<file path="config.mk">
export PLATFORM = sky130hd
export DESIGN_NAME = fifo_rd_stream
export DESIGN_NICKNAME = d
export VERILOG_FILES = /design/src/rtl/fifo_rd_stream.sv
export SDC_FILE = /design/constraint.sdc
export NUM_CORES = 1
export LEC_CHECK = 0
export CORE_ASPECT_RATIO = 0.5
export CORE_MARGIN = 2
export CORE_UTILIZATION = 49
export CTS_CLUSTER_DIAMETER = 200
export DETAILED_ROUTE_END_ITERATION = 6
export PLACE_DENSITY = 0.86
export RECOVER_POWER = 100
export SLEW_MARGIN = 20
export SYNTH_ARGS = -nofsm -noshare
export SYNTH_HDL_FRONTEND = slang
export SYNTH_SLANG_ARGS = --single-unit
export TNS_END_PERCENT = 100
</file>
<file path="constraint.sdc">
create_clock -name clk_i -period 2.2 [get_ports clk_i]
set_input_delay 0.44 -clock clk_i [delete_from_list [all_inputs] [get_ports clk_i]]
set_output_delay 0.44 -clock clk_i [all_outputs]
set_load 0.02 [all_outputs]
</file>
<file path="src/rtl/fifo_rd_stream.sv">
// fifo_rd_stream: drains a non-showahead (1-cycle read latency) synchronous FIFO
// into a valid/ready stream through a 2-entry skid buffer.
// Optional packet framing on last_o is enabled by defining FIFO_RD_STREAM_LAST_EN.
module fifo_rd_stream #(
    parameter int unsigned DWIDTH  = 16,
    parameter int unsigned PKT_LEN = 8
) (
    input  logic              clk_i,
    input  logic              rst_n_i,
    input  logic [DWIDTH-1:0] fifo_q_i,
    input  logic              fifo_empty_i,
    output logic              fifo_rdreq_o,
    output logic [DWIDTH-1:0] data_o,
    output logic              valid_o,
    input  logic              ready_i,
    output logic              last_o
);

    logic [DWIDTH-1:0] mem [2];
    logic [1:0]        cnt;
    logic [1:0]        cnt_nxt;
    logic              head;
    logic              tail;
    logic              pend;
    logic              pop;

    // Stream outputs come straight from buffer registers
    assign valid_o = (cnt != 2'd0);
    assign data_o  = mem[head];

    // Handshake, next occupancy and read issue; reads only when the word fits after this cycle
    always_comb begin
        pop          = valid_o & ready_i;
        cnt_nxt      = cnt + 2'(pend) - 2'(pop);
        fifo_rdreq_o = rst_n_i & ~fifo_empty_i & (cnt_nxt < 2'd2);
    end

    // Skid buffer: capture the in-flight word, advance head on handshake
    always_ff @(posedge clk_i or negedge rst_n_i) begin
        if (!rst_n_i) begin
            cnt  <= 2'd0;
            head <= 1'b0;
            tail <= 1'b0;
            pend <= 1'b0;
            for (int i = 0; i < 2; i++) begin
                mem[i] <= '0;
            end
        end else begin
            pend <= fifo_rdreq_o;
            cnt  <= cnt_nxt;
            if (pend) begin
                mem[tail] <= fifo_q_i;
                tail      <= ~tail;
            end
            if (pop) begin
                head <= ~head;
            end
        end
    end

`ifdef FIFO_RD_STREAM_LAST_EN
    localparam int unsigned        BEAT_W   = (PKT_LEN > 1) ? $clog2(PKT_LEN) : 1;
    localparam logic [BEAT_W-1:0]  BEAT_MAX = BEAT_W'(PKT_LEN - 1);

    logic [BEAT_W-1:0] beat;

    // Beat position inside the current packet, advanced per handshake
    always_ff @(posedge clk_i or negedge rst_n_i) begin
        if (!rst_n_i) begin
            beat <= '0;
        end else if (pop) begin
            beat <= (beat == BEAT_MAX) ? '0 : beat + BEAT_W'(1);
        end
    end

    assign last_o = valid_o & (beat == BEAT_MAX);
`else
    assign last_o = 1'b0;
`endif

    // Packet length must be at least one word
    a_pkt_len: assert property (@(posedge clk_i) PKT_LEN >= 1);

    // Buffered plus in-flight words never exceed the two buffer slots
    a_no_overflow: assert property (@(posedge clk_i) disable iff (!rst_n_i)
        (3'(cnt) + 3'(pend)) <= 3'd2);

    // No read is ever issued against an empty FIFO
    a_no_underflow: assert property (@(posedge clk_i) disable iff (!rst_n_i)
        !(fifo_rdreq_o && fifo_empty_i));

endmodule

</file>
==> impl_metrics.tcl, run 1 <==
set metrics [dict create \
    numCtsBuffers 5 \
    cp.depth 7 \
    top_usage_layer "met2" \
    clk_pin_slew_ps 70 \
    grt_use_met2_pct 26.9 \
    switching_power_uw 1180 \
    die_w_um 86.7 \
    fin_nets 174 \
    tightest_slew_ps 867 \
    fin_skew_ps 3.63 \
    timing.rr.end "mem[18]$_DFFE_PN0P_" \
    row_count 14 \
    io_buffers 37 \
    reg2regPathDepth 4 \
    root_buffer "clkbuf_8" \
    io_pins 39 \
    relSlewSlack_pct 42.2 \
    synth_top_area_share_pct 55.3 \
    power.density_nw_per_um2 1590 \
    status "finished, violations left" \
    postSynthCellCount 104 \
    max_stage_delay_ps 380 \
    dr.pass1.iters 3 \
    grt_use_total_pct 16.7 \
    synth.area.top_cells "dfrtp_1 (55%), mux2_2 (22%), mux2_4 (9.0%)" \
    critPathCaptureType "primary output" \
    drc 0 \
    drive_gt1_share_pct 36.6 \
    reg2reg_from "pend$_DFF_PN0_" \
    worst_skew_pair.late_latency_ps 280 \
    num_vias 957 \
    first_iter_violations 18 \
    synth_cell_types 18 \
    syn_area_per_cell_um2 16.1 \
    final_util_pct 68.1 \
    rsz0062_at_grt "true" \
    switching_share_pct 34.9 \
    routed_wl_mm 2.98 \
    wl_per_cell_um 15.4 \
    critPathKind "flop to primary output" \
    setup_slack_ps -258 \
    ant_nets 0 \
    crit_chain "o21a_1, ha_1, inv_1, ha_2, xor3_1, nor3b_2, buf_4" \
    synth_top_area_cell "dfrtp_1" \
    intPower_uw 2210 \
    cp.required_ps 1760 \
    antennaDiodeCount 0 \
    start_util_pct 53.4 \
    startpoint_type "flop" \
    setup_viol 1 \
    fillers 238 \
    die_h_um 45.3 \
    worstPathArrival_ps 2020 \
    antenna_found_initial 0 \
    ys_async_sr_fraction_pct 100 \
    cp_top_family "adder cells" \
    area_delta_synth_final_pct 27.5 \
    pwr-share-comb_pct 50.6 \
    synth_flop_cell "dfrtp_1" \
    synth_warnings 0 \
    rrSetupSlack_ps 340 \
    yosys_register_bits 37 \
    critical_path_buf_inv_count 2 \
    slew_viol_final 0 \
    core_area_um2 3140 \
    grt_use_met3_pct 4.57 \
    grt_start_max_net_pins 38 \
    clkPwrFrac_pct 13.4 \
    place_congestion 0.670 \
    synth_edf_count 0 \
    crit_start "cnt[0]$_DFF_PN0_" \
    cap_viol_max_count 0 \
    syn_area_um2 1680 \
    hpwl_mm 2.19 \
    hold_viol_final 0 \
    hold_class "primary input to async pin" \
    violations "setup timing" \
    period_share_pct 112 \
    leakagePower_uw 0.000959 \
    cts_tree "built" \
    met1_usage_pct 23.1 \
    dieArea_um2 3930 \
    clockBufferDepth 2 \
    crit_path_top_delay_cell "dfrtp_1" \
    path_max_fanout 2 \
    overflow 0 \
    grt_pass1_vias 1005 \
    layout_min_cycle_time_ps 2460 \
    synthTopCellsByCount "dfrtp_1 (37), mux2_2 (33), mux2_4 (10), mux2_1 (5)" \
    power_frac_seq_pct 36.0 \
    vias_per_cell 4.96 \
    ys_seq_area_share_pct 55.3 \
    p_total_uw 3390 \
    fmax_mhz 407 \
    grt_pass1_wl_mm 4.86 \
    vdd_ir_drop_max_uv 770 \
    cts_max_level 2 \
    clkSinkCount 37 \
    post-place-ws_ps -793 \
    syn_nets 126 \
    yosysMostFrequentCell "dfrtp_1" \
    crit_end "fifo_rdreq_o" \
]
==> cells by family (layout without fill, tap and decap cells) <==
group / Yosys count / count (layout) / synth area share, %
simple gates: 4 / 4 / 1.57
mux: 48 / 48 / 34.5
xor+xnor: 3 / 3 / 2.46
buf+inv: 8 / 57 / 4.03
other cells: 1 / 1 / 0.224
flops: 37 / 37 / 55.3
compound gates: 1 / 1 / 0.448
fa+ha+maj: 2 / 2 / 1.49
==> flip-flops by register name, summed over array words and instances (netlist names) <==
| name | cells |
|---|---|
| cnt | 2 |
| head | 1 |
| mem | 32 |
| pend | 1 |
| tail | 1 |
==> per-stage QoR <==
step	setup TNS [ps]	area, um2	cells	hold slack [ps]
finish	-258	2140	193	377
global route	-347	2140	193	453
CTS	-331	2170	192	224
detailed placement	-793	2110	184	485
global placement	-729	2110	184	468
floorplan	0	1680	104	144
==> power by group through the flow <==
stage | clock network [uW] | logic [uW] | registers [uW]
final | 455 | 1710 | 1220
after global placement | 0 | 1880 | 1200
after detailed placement | 0 | 1930 | 1240
after CTS | 462 | 1790 | 1230
after floorplan | 0 | 1280 | 1170
after global routing | 486 | 1840 | 1270
==> routing by layer <==
| metal | vias to the layer above | part of all wire [%] |
|---|---|---|
| li1 | 456 | - |
| met1 | 479 | 47 |
| met2 | 20 | 49 |
| met3 | 2 | 3.9 |
| met4 | 0 | 0.47 |
| met5 | - | 0 |
==> timing repair <==
| action | 4_1_cts | 5_1_grt |
|---|---|---|
| buffers inserted | 0 | 1 |
| gates resized for setup | 20 | 2 |
| endpoints found under the setup margin | 15 | 1 |
| hold buffers | 0 | 0 |
| pin swaps | 0 | 3 |
==> worst register-to-register path, stage by stage (launching register included) <==
cell      delay [ps]
dfrtp_1          360
clkbuf_1         160
nor2b_1          380
clkbuf_1         450
mux2_2           400
==> cell usage in the layout (no fill, tap or decap), drive strengths merged <==
cell and count:
buf 7, clkbuf 11, clkdlybuf4s50 20, clkinv 2, conb 1, dfrtp 37
dlygate4sd2 14, dlymetal6s2s 1, ha 2, inv 2, mux2 48, nand2 1
nor2b 1, nor3b 1, o21a 1, or2 1, xor2 2, xor3 1
==> how the worst min path moves through the flow <==
| stage | slack, ps | depth (start not counted) | end | from |
|---|---|---|---|---|
| finish | 380 | 2 | mem[11]$_DFFE_PN0P_ | rst_n_i |
| global route | 450 | 2 | pend$_DFF_PN0_ | rst_n_i |
| CTS | 220 | 2 | mem[12]$_DFFE_PN0P_ | rst_n_i |
| detailed placement | 480 | 1 | mem[2]$_DFFE_PN0P_ | mem[2]$_DFFE_PN0P_ |
| global placement | 470 | 1 | mem[4]$_DFFE_PN0P_ | mem[4]$_DFFE_PN0P_ |
| floorplan | 140 | 0 | cnt[0]$_DFF_PN0_ | rst_n_i |
==> area by class of cell <==
cell class	count	area, um2	area share (%)
Sequential cell	37	927	43.4
Multi-Input combinational cell	59	661	30.9
Timing Repair Buffer	47	408	19.1
Clock buffer	6	72.6	3.40
Tap cell	40	50.0	2.34
Clock inverter	2	10.0	0.469
Inverter	2	7.51	0.351
Note: power is estimated with default switching activity, not from simulation.
==> run 2: changes to the inputs <==
==> constraint.sdc (replaced) <==
create_clock -name clk_i -period 2.65 [get_ports clk_i]
set_input_delay 0.53 -clock clk_i [delete_from_list [all_inputs] [get_ports clk_i]]
set_output_delay 0.53 -clock clk_i [all_outputs]
set_load 0.02 [all_outputs]
==> run 2 against run 1 <==
Net effect:
- the run ends with capacitance limit, slew limit left
- combinational power decreased by 2%
- critical path depth stayed put
- sequential share of layout area fell by 4.0 points
- clock skew is 5.6 ps higher
- via count up 14%
- power is 5.6% lower
- worst setup slack better by 330 ps
- core utilization up 6.7 points
- cell count up 10%
- hold slack better by 110 ps
- flip-flop and latch count unchanged
- critical endpoint unchanged
- largest cell class unchanged
==> impl_metrics.tcl, run 2 (synthesized netlist as in run 1, its figures left out) <==
set metrics [dict create \
    tightest_slew_ps 1980 \
    wl_met3_um 144 \
    largest_register_ffs 32 \
    layout_min_cycle_time_ps 2580 \
    cp_top_family "adder cells" \
    largestRegisters "mem x32, cnt x2" \
    relSlewSlack_pct -32.2 \
    power.density_nw_per_um2 1360 \
    hold_class "flop to flop" \
    worstPathArrival_ps 2050 \
    fin_skew_ps 9.22 \
    hold_buffers 0 \
    cp.required_ps 2120 \
    grt_pass1_wl_mm 5.98 \
    hold_viol_final 0 \
    num_vias 1089 \
    vias_per_cell 5.11 \
    cts_tree "built" \
    crit_path_top_delay_cell "dfrtp_1" \
    crit_chain "o21a_1, ha_1, inv_2, ha_4, xor3_1, nor3b_2, buf_4" \
    fin_area_um2 2350 \
    placed_area_um2 2090 \
    die_w_um 86.7 \
    clkSinkCount 37 \
    clockBufferDepth 2 \
    slew_viol_final 38 \
    row_count 14 \
    wl_per_cell_um 16.9 \
    start_util_pct 53.4 \
    met1Wirelength_mm 1.64 \
    layout_commonest_cell "dfrtp_1" \
    routed-wl-met2_mm 1.74 \
    max_stage_delay_ps 400 \
    antenna_found_initial 0 \
    grt_start_max_net_pins 38 \
    critPathKind "flop to primary output" \
    drc 0 \
    highest_layer "met4" \
    cap_viol_max_count 1 \
    ant_nets 0 \
    io_buffers 37 \
    leakagePower_uw 0.00105 \
    fmax_mhz 387 \
    place_congestion 0.714 \
    critical_path_buf_inv_count 2 \
    final_cell_mix "dfrtp_1 (37), mux2_2 (33), buf_4 (26)" \
    grt_use_total_pct 21.6 \
    status "finished, violations left" \
    io_pins 39 \
    p_total_uw 3200 \
    dr.pass1.iters 4 \
    dieArea_um2 3930 \
    path_max_fanout 2 \
    overflow 0 \
    grt_pass1_vias 1160 \
    drive_gt1_share_pct 43.9 \
    root_buffer "clkbuf_8" \
    period_share_pct 97.4 \
    setup_viol 0 \
    routed_wl_mm 3.60 \
    die_h_um 45.3 \
    first_iter_violations 28 \
    core_area_um2 3140 \
    startpoint_type "flop" \
    antennaDiodeCount 0 \
    area_delta_synth_final_pct 40.1 \
    worst_skew_pair.late_latency_ps 300 \
    clk_pin_slew_ps 70 \
    violations "capacitance limit, slew limit" \
    vdd_ir_drop_max_uv 645 \
    top_register "mem" \
    numCtsBuffers 5 \
    critPathCaptureType "primary output" \
    fin_nets 194 \
    cts_max_level 2 \
]
run 2: cell types whose count changed in the layout (fill, tap and decap cells not counted), sizes merged, moves of 2 or more:
cell,change
dlygate4sd2,-14
buf,+20
dlygate4sd3,+17
clkinv,-2
clkdlybuf4s50,-3
run 2: repair_timing:
item,in CTS,in global routing
endpoints found under the setup margin,1,2
hold endpoints to repair,0,0
resized for setup,10,2
buffers inserted,22,2
pin swaps,3,4
run 2: path summary, 6_finish.rpt:
| path | startpoint | end | slack [ps] | cells after the start |
|---|---|---|---|---|
| max | cnt[1]$_DFF_PN0_ | fifo_rdreq_o | 70 | 7 |
| min | mem[0]$_DFFE_PN0P_ | mem[0]$_DFFE_PN0P_ | 490 | 1 |
| max reg2reg | cnt[1]$_DFF_PN0_ | head$_DFFE_PN0P_ | 90 | 16 |
| min reg2reg | mem[0]$_DFFE_PN0P_ | mem[0]$_DFFE_PN0P_ | 490 | 1 |
| max in group asynchronous | rst_n_i | mem[22]$_DFFE_PN0P_ | 620 | 2 |
| min in group asynchronous | rst_n_i | mem[30]$_DFFE_PN0P_ | 890 | 2 |
run 2: layout make-up:
cell class                 instances  area (um2)
sequential                        37         926
clock inverter                     1        30.0
clock buffer                       7        86.3
timing repair buffer              67         577
tap                               40        50.0
multi-input combinational         59         671
inverter                           2        7.51
fill                             193         788
run 2: power by group:
part	internal (uW)	switching (uW)	total [uW]
Sequential	859	153	1010
Clock	307	207	514
Combinational	968	705	1670
Total	2130	1060	3200
run 2: stage by stage:
stage	TNS, ps	std cells	hold slack [ps]	setup WS [ps]	util (%)
after global routing	-0.677	213	507	-0.677	74.9
after floorplan	0	104	234	236	-
after CTS	0	212	297	4.72	75.7
after global placement	-501	182	468	-501	66.5
final	0	213	490	69.3	74.9
after detailed placement	-613	182	478	-613	66.5
run 2: layer usage:
metal  vias to the layer above  track usage (%)
met3                        10             4.75
met2                        28             35.5
met1                       555             28.1
met5                         -                0
li1                        496                -
met4                         0             10.0
